<file path="config.mk">
export PLATFORM = sky130hd
export DESIGN_NAME = instruction_fetch
export DESIGN_NICKNAME = d
export VERILOG_FILES = /design/src/rtl/instruction_fetch.sv
export SDC_FILE = /design/constraint.sdc
export NUM_CORES = 1
export LEC_CHECK = 0
export CORE_AREA = 2 2 127 129
export CTS_CLUSTER_SIZE = 10
export DETAILED_ROUTE_END_ITERATION = 10
export DIE_AREA = 0 0 129 131
export PLACE_DENSITY = 0.8
export SYNTH_ARGS = -nofsm -noshare
export SYNTH_HDL_FRONTEND = slang
export SYNTH_SLANG_ARGS = --single-unit
</file>
<file path="constraint.sdc">
create_clock -name clk -period 2.62 [get_ports clk]
set_input_delay 0.262 -clock clk [delete_from_list [all_inputs] [get_ports clk]]
set_output_delay 0.262 -clock clk [all_outputs]
set_load 0.02 [all_outputs]
</file>
<file path="src/rtl/instruction_fetch.sv">
// Fetch stage: owns the PC, sequences branch delay slots through decode stalls,
// and halts after the delay slot of a jump to HALT_ADDRESS or a misaligned redirect.
module instruction_fetch #(
  parameter logic [31:0] RESET_VECTOR = 32'hBFC00000,
  parameter logic [31:0] HALT_ADDRESS = 32'h00000000
) (
  input  logic        clk,
  input  logic        reset_n,
  input  logic        stall,
  input  logic        branch_taken,
  input  logic [31:0] branch_target,
  output logic [31:0] imem_address,
  input  logic [31:0] imem_instruction,
  output logic [31:0] if_instruction,
  output logic [31:0] if_pc,
  output logic [31:0] if_pc_plus8,
  output logic        if_valid,
  output logic        active,
  output logic        fetch_error
);

  typedef enum logic [1:0] {RUN, PENDING, DRAIN, HALTED} state_t;

  state_t      state;
  logic [31:0] pc;
  logic [31:0] pending_target;
  logic        redirect_req;
  logic [31:0] redirect_tgt;

  assign imem_address = pc;

  // A redirect committed this cycle comes either from the live request or from one parked during a stall.
  always_comb begin
    redirect_req = 1'b0;
    redirect_tgt = branch_target;
    if (state == PENDING) begin
      redirect_req = 1'b1;
      redirect_tgt = pending_target;
    end else if (state == RUN) begin
      redirect_req = branch_taken;
    end
  end

  always_ff @(posedge clk) begin
    if (!reset_n) begin
      state          <= RUN;
      pc             <= RESET_VECTOR;
      pending_target <= 32'h0;
      if_instruction <= 32'h0;
      if_pc          <= 32'h0;
      if_pc_plus8    <= 32'h8;
      if_valid       <= 1'b0;
      active         <= 1'b1;
      fetch_error    <= 1'b0;
    end else begin
      case (state)
        RUN, PENDING: begin
          if (!stall) begin
            // The word fetched this cycle is always delivered, including as a delay slot.
            if_instruction <= imem_instruction;
            if_pc          <= pc;
            if_pc_plus8    <= pc + 32'd8;
            if_valid       <= 1'b1;
            if (redirect_req) begin
              if (redirect_tgt == HALT_ADDRESS) begin
                pc    <= HALT_ADDRESS;
                state <= DRAIN;
              end else if (redirect_tgt[1:0] != 2'b00) begin
                pc          <= pc + 32'd4;
                fetch_error <= 1'b1;
                state       <= DRAIN;
              end else begin
                pc    <= redirect_tgt;
                state <= RUN;
              end
            end else begin
              pc    <= pc + 32'd4;
              state <= RUN;
            end
          end else if (state == RUN && branch_taken) begin
            pending_target <= branch_target;
            state          <= PENDING;
          end
        end
        DRAIN: begin
          if (!stall) begin
            if_valid <= 1'b0;
            active   <= 1'b0;
            state    <= HALTED;
          end
        end
        HALTED: begin
          state <= HALTED;
        end
        default: state <= HALTED;
      endcase
    end
  end

endmodule

</file>
Yosys cells after proc, flatten, opt, wreduce, memory -nomap -nowiden --
Cells that the tools add are included.
Storage, ports and cells: flip-flop bits (word level) 165, input port bits 68, output and inout bits 131, logic and storage cells 47
Operators by class: add/subtract/negate cells 2, eq/ne operators 6, multiplexer cells 16, bitwise gates (word level) 2, reduce and logical (&&, ||, !) cells 12
Operators by type and width (count):
- $mux W32 | 4
- $add A32 B3 Y32 const B | 1
- $add A32 B4 Y32 const B | 1
- $logic_not A32 Y1 | 1
- $mux W2 | 6
- $pmux W2 S3 | 1
- $reduce_and A2 Y1 | 3
- $reduce_and A3 Y1 | 2
- $reduce_and A5 Y1 | 1
- $eq A2 B2 Y1 const B | 2
- $mux W1 | 4
- $ne A2 B2 Y1 const B | 2
- $reduce_bool A2 Y1 | 2
- $ne A3 B3 Y1 const B | 1
- $eq A2 B1 Y1 const B | 1
- $logic_not A2 Y1 | 1
- $not A1 Y1 | 2
- $pmux W1 S2 | 1
- $reduce_or A2 Y1 | 1
- $logic_and A1 B1 Y1 | 1

Logic depth before layout (Yosys ltp) --
word-level depth 8, depth in mapped cells 9, mapped depth without buffers 7

Least setup slack after synthesis --
No wires, ideal clock.
path type register -> register, from reg pc[4] (netlist: imem_address[4]), to reg pc[31] (netlist: imem_address[31]), setup time 0.127 ns, arrival 2.080 ns, data required time 2.493 ns, setup slack 0.413 ns, cell stages (with the launch flop) 9, buffers on the path 1, clock period less this slack 2.207 ns, cell sequence dfxtp_1 > ha_1 > and3_1 > and3_1 > buf_2 > nand2_1 > nor2_4 > a31oi_1 > or3b_1
On the way: word-level cells in the longest chain between the ends 4
Ends and longest elaborated chain:
- from (decl) | RTL line 25 | logic [31:0] pc;
- from (signal assigned) | RTL line 69 | pc <= pc + 32'd4;
- from (signal assigned) | RTL line 73 | pc <= redirect_tgt;
- from (signal assigned) | RTL line 77 | pc <= pc + 32'd4;
- $add A32 B3 Y32 * | RTL line 69, 77
- $mux W32 | RTL line 68 | end else if (redirect_tgt[1:0] != 2'b00) begin
- $mux W32 | RTL line 65 | if (redirect_tgt == HALT_ADDRESS) begin
- $mux W32 * | RTL line 64 | if (redirect_req) begin
Mark *: on every way between the ends. The rest lies on a longest branch, timed or not. A chain may end at the register's enable or synchronous reset.

Worst setup path after layout --
from reg state[0], to reg pc[16] (netlist: imem_address[16])
On the way: word-level cells in the longest chain between the ends 6, elaborated cells on any way between the ends 12, those cells by class 1 x eq/ne; 6 x mux; 5 x reduce/logical
Ends and longest elaborated chain:
- from (decl) | RTL line 24 | state_t state;
- from (signal assigned) | RTL line 46 | state <= RUN;
- from (signal assigned) | RTL line 67 | state <= DRAIN;
- from (signal assigned) | RTL line 71 | state <= DRAIN;
- parallel branches: the longest is 6 deep, another holds $mux W32
Several ways; the timed one is not identified.

==> flow_summary.json <==
{
  "setup_viol": 0,
  "insertion_delay_ps": 440,
  "drc": 0,
  "final_net_count": 1224,
  "grt_pass1_vias": 6851,
  "fmax_mhz": 437,
  "die_area_mm2": 0.0169,
  "fp.dieH_um": 131,
  "yosys-mux-area-fraction": 0.00267,
  "drive_gt1_frac": 0.0797,
  "criticalPathCategory": "flop to flop",
  "synth_seq_cells": 162,
  "clock_skew_ps": 6.32,
  "final.min_clock_period_ps": 2290,
  "cts_sinks": 162,
  "period_share": 0.874,
  "final_hold_viol_count": 0,
  "slew_headroom": 0.501,
  "cp-start-kind": "flop",
  "portBuffers": 198,
  "vdd_drop_max_mv": 0.503,
  "power_mw": 7.06,
  "core_mm2": 0.0156,
  "synth_area_leaders": "dfxtp_1 (43%), nand2_1 (15%), a21oi_1 (8.4%), clkbuf_1 (3.1%), nor2_1 (2.7%)",
  "leakage_nw": 3.81,
  "synth_top_area_cell": "dfxtp_1",
  "antennaDiodeCount": 0,
  "synthCells": 990,
  "synth_cell_types": 60,
  "use_met3": 0.0558,
  "place_congestion": 0.876,
  "area_growth_pct": 38.0,
  "root_buffer": "clkbuf_16",
  "grt_pass1_wl_um": 35700,
  "first_pass_iters": 5,
  "cts_inserted_buffers": 17,
  "htree_levels": 4,
  "rsz0062_at_grt": "no",
  "max_cap_viol_count": 0,
  "ys_warn_count": 0,
  "ant_nets": 0,
  "synth_nets": 1060,
  "worstPathArrival_ps": 2610,
  "grtUsageMet1": 0.375,
  "mostFrequentLayoutCell": "nand2_1",
  "synth_edf_count": 0,
  "fin_setup_tns_ps": 0,
  "n_fill_cell": 1304,
  "final_cell_mix": "nand2_1 (290), clkdlybuf4s50_1 (198), dfxtp_1 (162)",
  "dr.first_iter.drc_count": 751,
  "ys_seq_area_frac": 0.433,
  "fin_area_mm2": 0.0103,
  "grt_overflow": 0,
  "synth_area_mm2": 0.00749,
  "pwr_density_cell_mw_per_mm2": 683,
  "synth_top_area_share": 0.433,
  "synth_top_family_by_area": "simple AND/OR/NAND/NOR gates",
  "worst_slew_pin_slew_ps": 746,
  "place_area_mm2": 0.00966,
  "clk_pin_slew_worst_paths_ps": 60,
  "synth_compound_area_frac": 0.188,
  "start_util": 0.480,
  "detail_route.vias_per_cell": 5.58,
  "grt_usage": 0.267,
  "wl_per_cell_um": 16.6,
  "synth-adder-area-share": 0.00334,
  "num_vias": 7716,
  "status": "finished, final reports clean",
  "cts_hold_buf": 0,
  "crit_fanout": 9,
  "post_cts_buffers": 0,
  "drv_slew": 0,
  "dp_hpwl_um": 15800,
  "synth-simple-area-share": 0.278,
  "grt_busiest_layer": "met2",
  "worstPathRequired_ps": 2940,
  "rows": 46,
  "routed_wl_um": 22900,
  "worst_setup_path_end_kind": "flop",
  "grt_max_degree": 82,
  "postSynth.asyncResetShare": 0,
  "tritoncts": "built",
  "fp.dieW_um": 129,
  "antenna_found_initial": 0,
  "syn_avg_cell_area_um2": 7.57,
  "clock_path_buffers": 2,
  "pin_count": 199,
  "cts_resized": 0,
  "synth_flop_cell": "dfxtp_1",
  "hold_path_class": "input port to flop",
  "synth_xor_area_frac": 0.0398,
  "globalRouteMet2Util": 0.407,
  "utilization": 0.662
}
==> state kept, by name, summed over array words and instances, names as in the netlist <==
| signal | count |
|---|---|
| pending_target | 32 |
| fetch_error | 1 |
| state | 2 |
| imem_address | 32 |
| if_pc | 32 |
| if_pc_plus8 | 29 |
| if_valid | 1 |
| active | 1 |
| if_instruction | 32 |
==> path summary, 6_finish.rpt <==
path	depth (start not counted)	start	slack, ps	endpoint
worst min register to register	2	active	440	active
worst max-delay path	7	state[0]	330	imem_address[16]
worst min-delay path	3	imem_instruction[24]	370	if_instruction[24]
worst max register to register	7	state[0]	330	imem_address[16]
==> Yosys cell counts (3+ instances only) <==
master	n
o41ai_1	3
or4_1	5
xor2_1	14
or3_1	4
xnor2_1	20
a221oi_1	11
nor3_1	12
a211oi_1	19
nand2_1	290
o21ai_0	36
clkbuf_1	62
nor2_1	53
nand4_1	9
o22ai_1	5
and4_1	5
buf_2	10
buf_1	6
a311oi_1	4
a31oi_1	11
buf_4	11
a21oi_1	125
and3_1	11
nand3_1	30
nor4_1	16
dfxtp_1	162
o211ai_1	3
or2_2	5
nand2b_1	6
==> power breakdown <==
group	leakage, nW	switching [mW]	internal (mW)
Clock	0.333	0.989	1.81
Sequential	1.33	0.152	2.64
Combinational	2.15	0.841	0.625
==> final cells by class <==
type	instances	area, um2	share of cell area
tap	216	270	0.0262
multi-input combinational	735	3850	0.372
inverter	3	13.8	0.00133
clock inverter	9	174	0.0168
timing repair buffer	235	2280	0.221
clock buffer	23	498	0.0482
sequential	162	3240	0.314
==> cell families after synthesis <==
kind of cell	Yosys count
and+or+nand+nor	463
AOI/OAI and AO/OA	234
DFF	162
buffers and inverters	93
xor gates and xnor gates	34
muxes	2
adders and majority gates	2
==> per-stage QoR <==
| stage | hold slack (ps) | instances | setup slack, ps |
|---|---|---|---|
| 2_1_floorplan | 365 | 990 | 413 |
| 3_3_place_gp | 436 | 1351 | 125 |
| 3_5_place_dp | 443 | 1351 | 114 |
| 4_1_cts | 360 | 1383 | 342 |
| 5_1_grt | 371 | 1383 | 224 |
| 6_report | 368 | 1383 | 329 |
==> per-layer routing <==
| metal | routed length [um] | part of all wire |
|---|---|---|
| met5 | 0 | 0 |
| met4 | 517 | 0.023 |
| met3 | 1720 | 0.075 |
| met1 | 10100 | 0.44 |
| met2 | 10600 | 0.46 |
==> worst max-delay path, cell delays in order, from the launching register on <==
cell	delay [ps]
dfxtp_1	450
or4b_4	530
o31a_2	210
nor2_4	290
buf_4	200
o21ai_0	80
a221oi_1	340
nor2_1	60
Power figures use the tool's default switching activity.
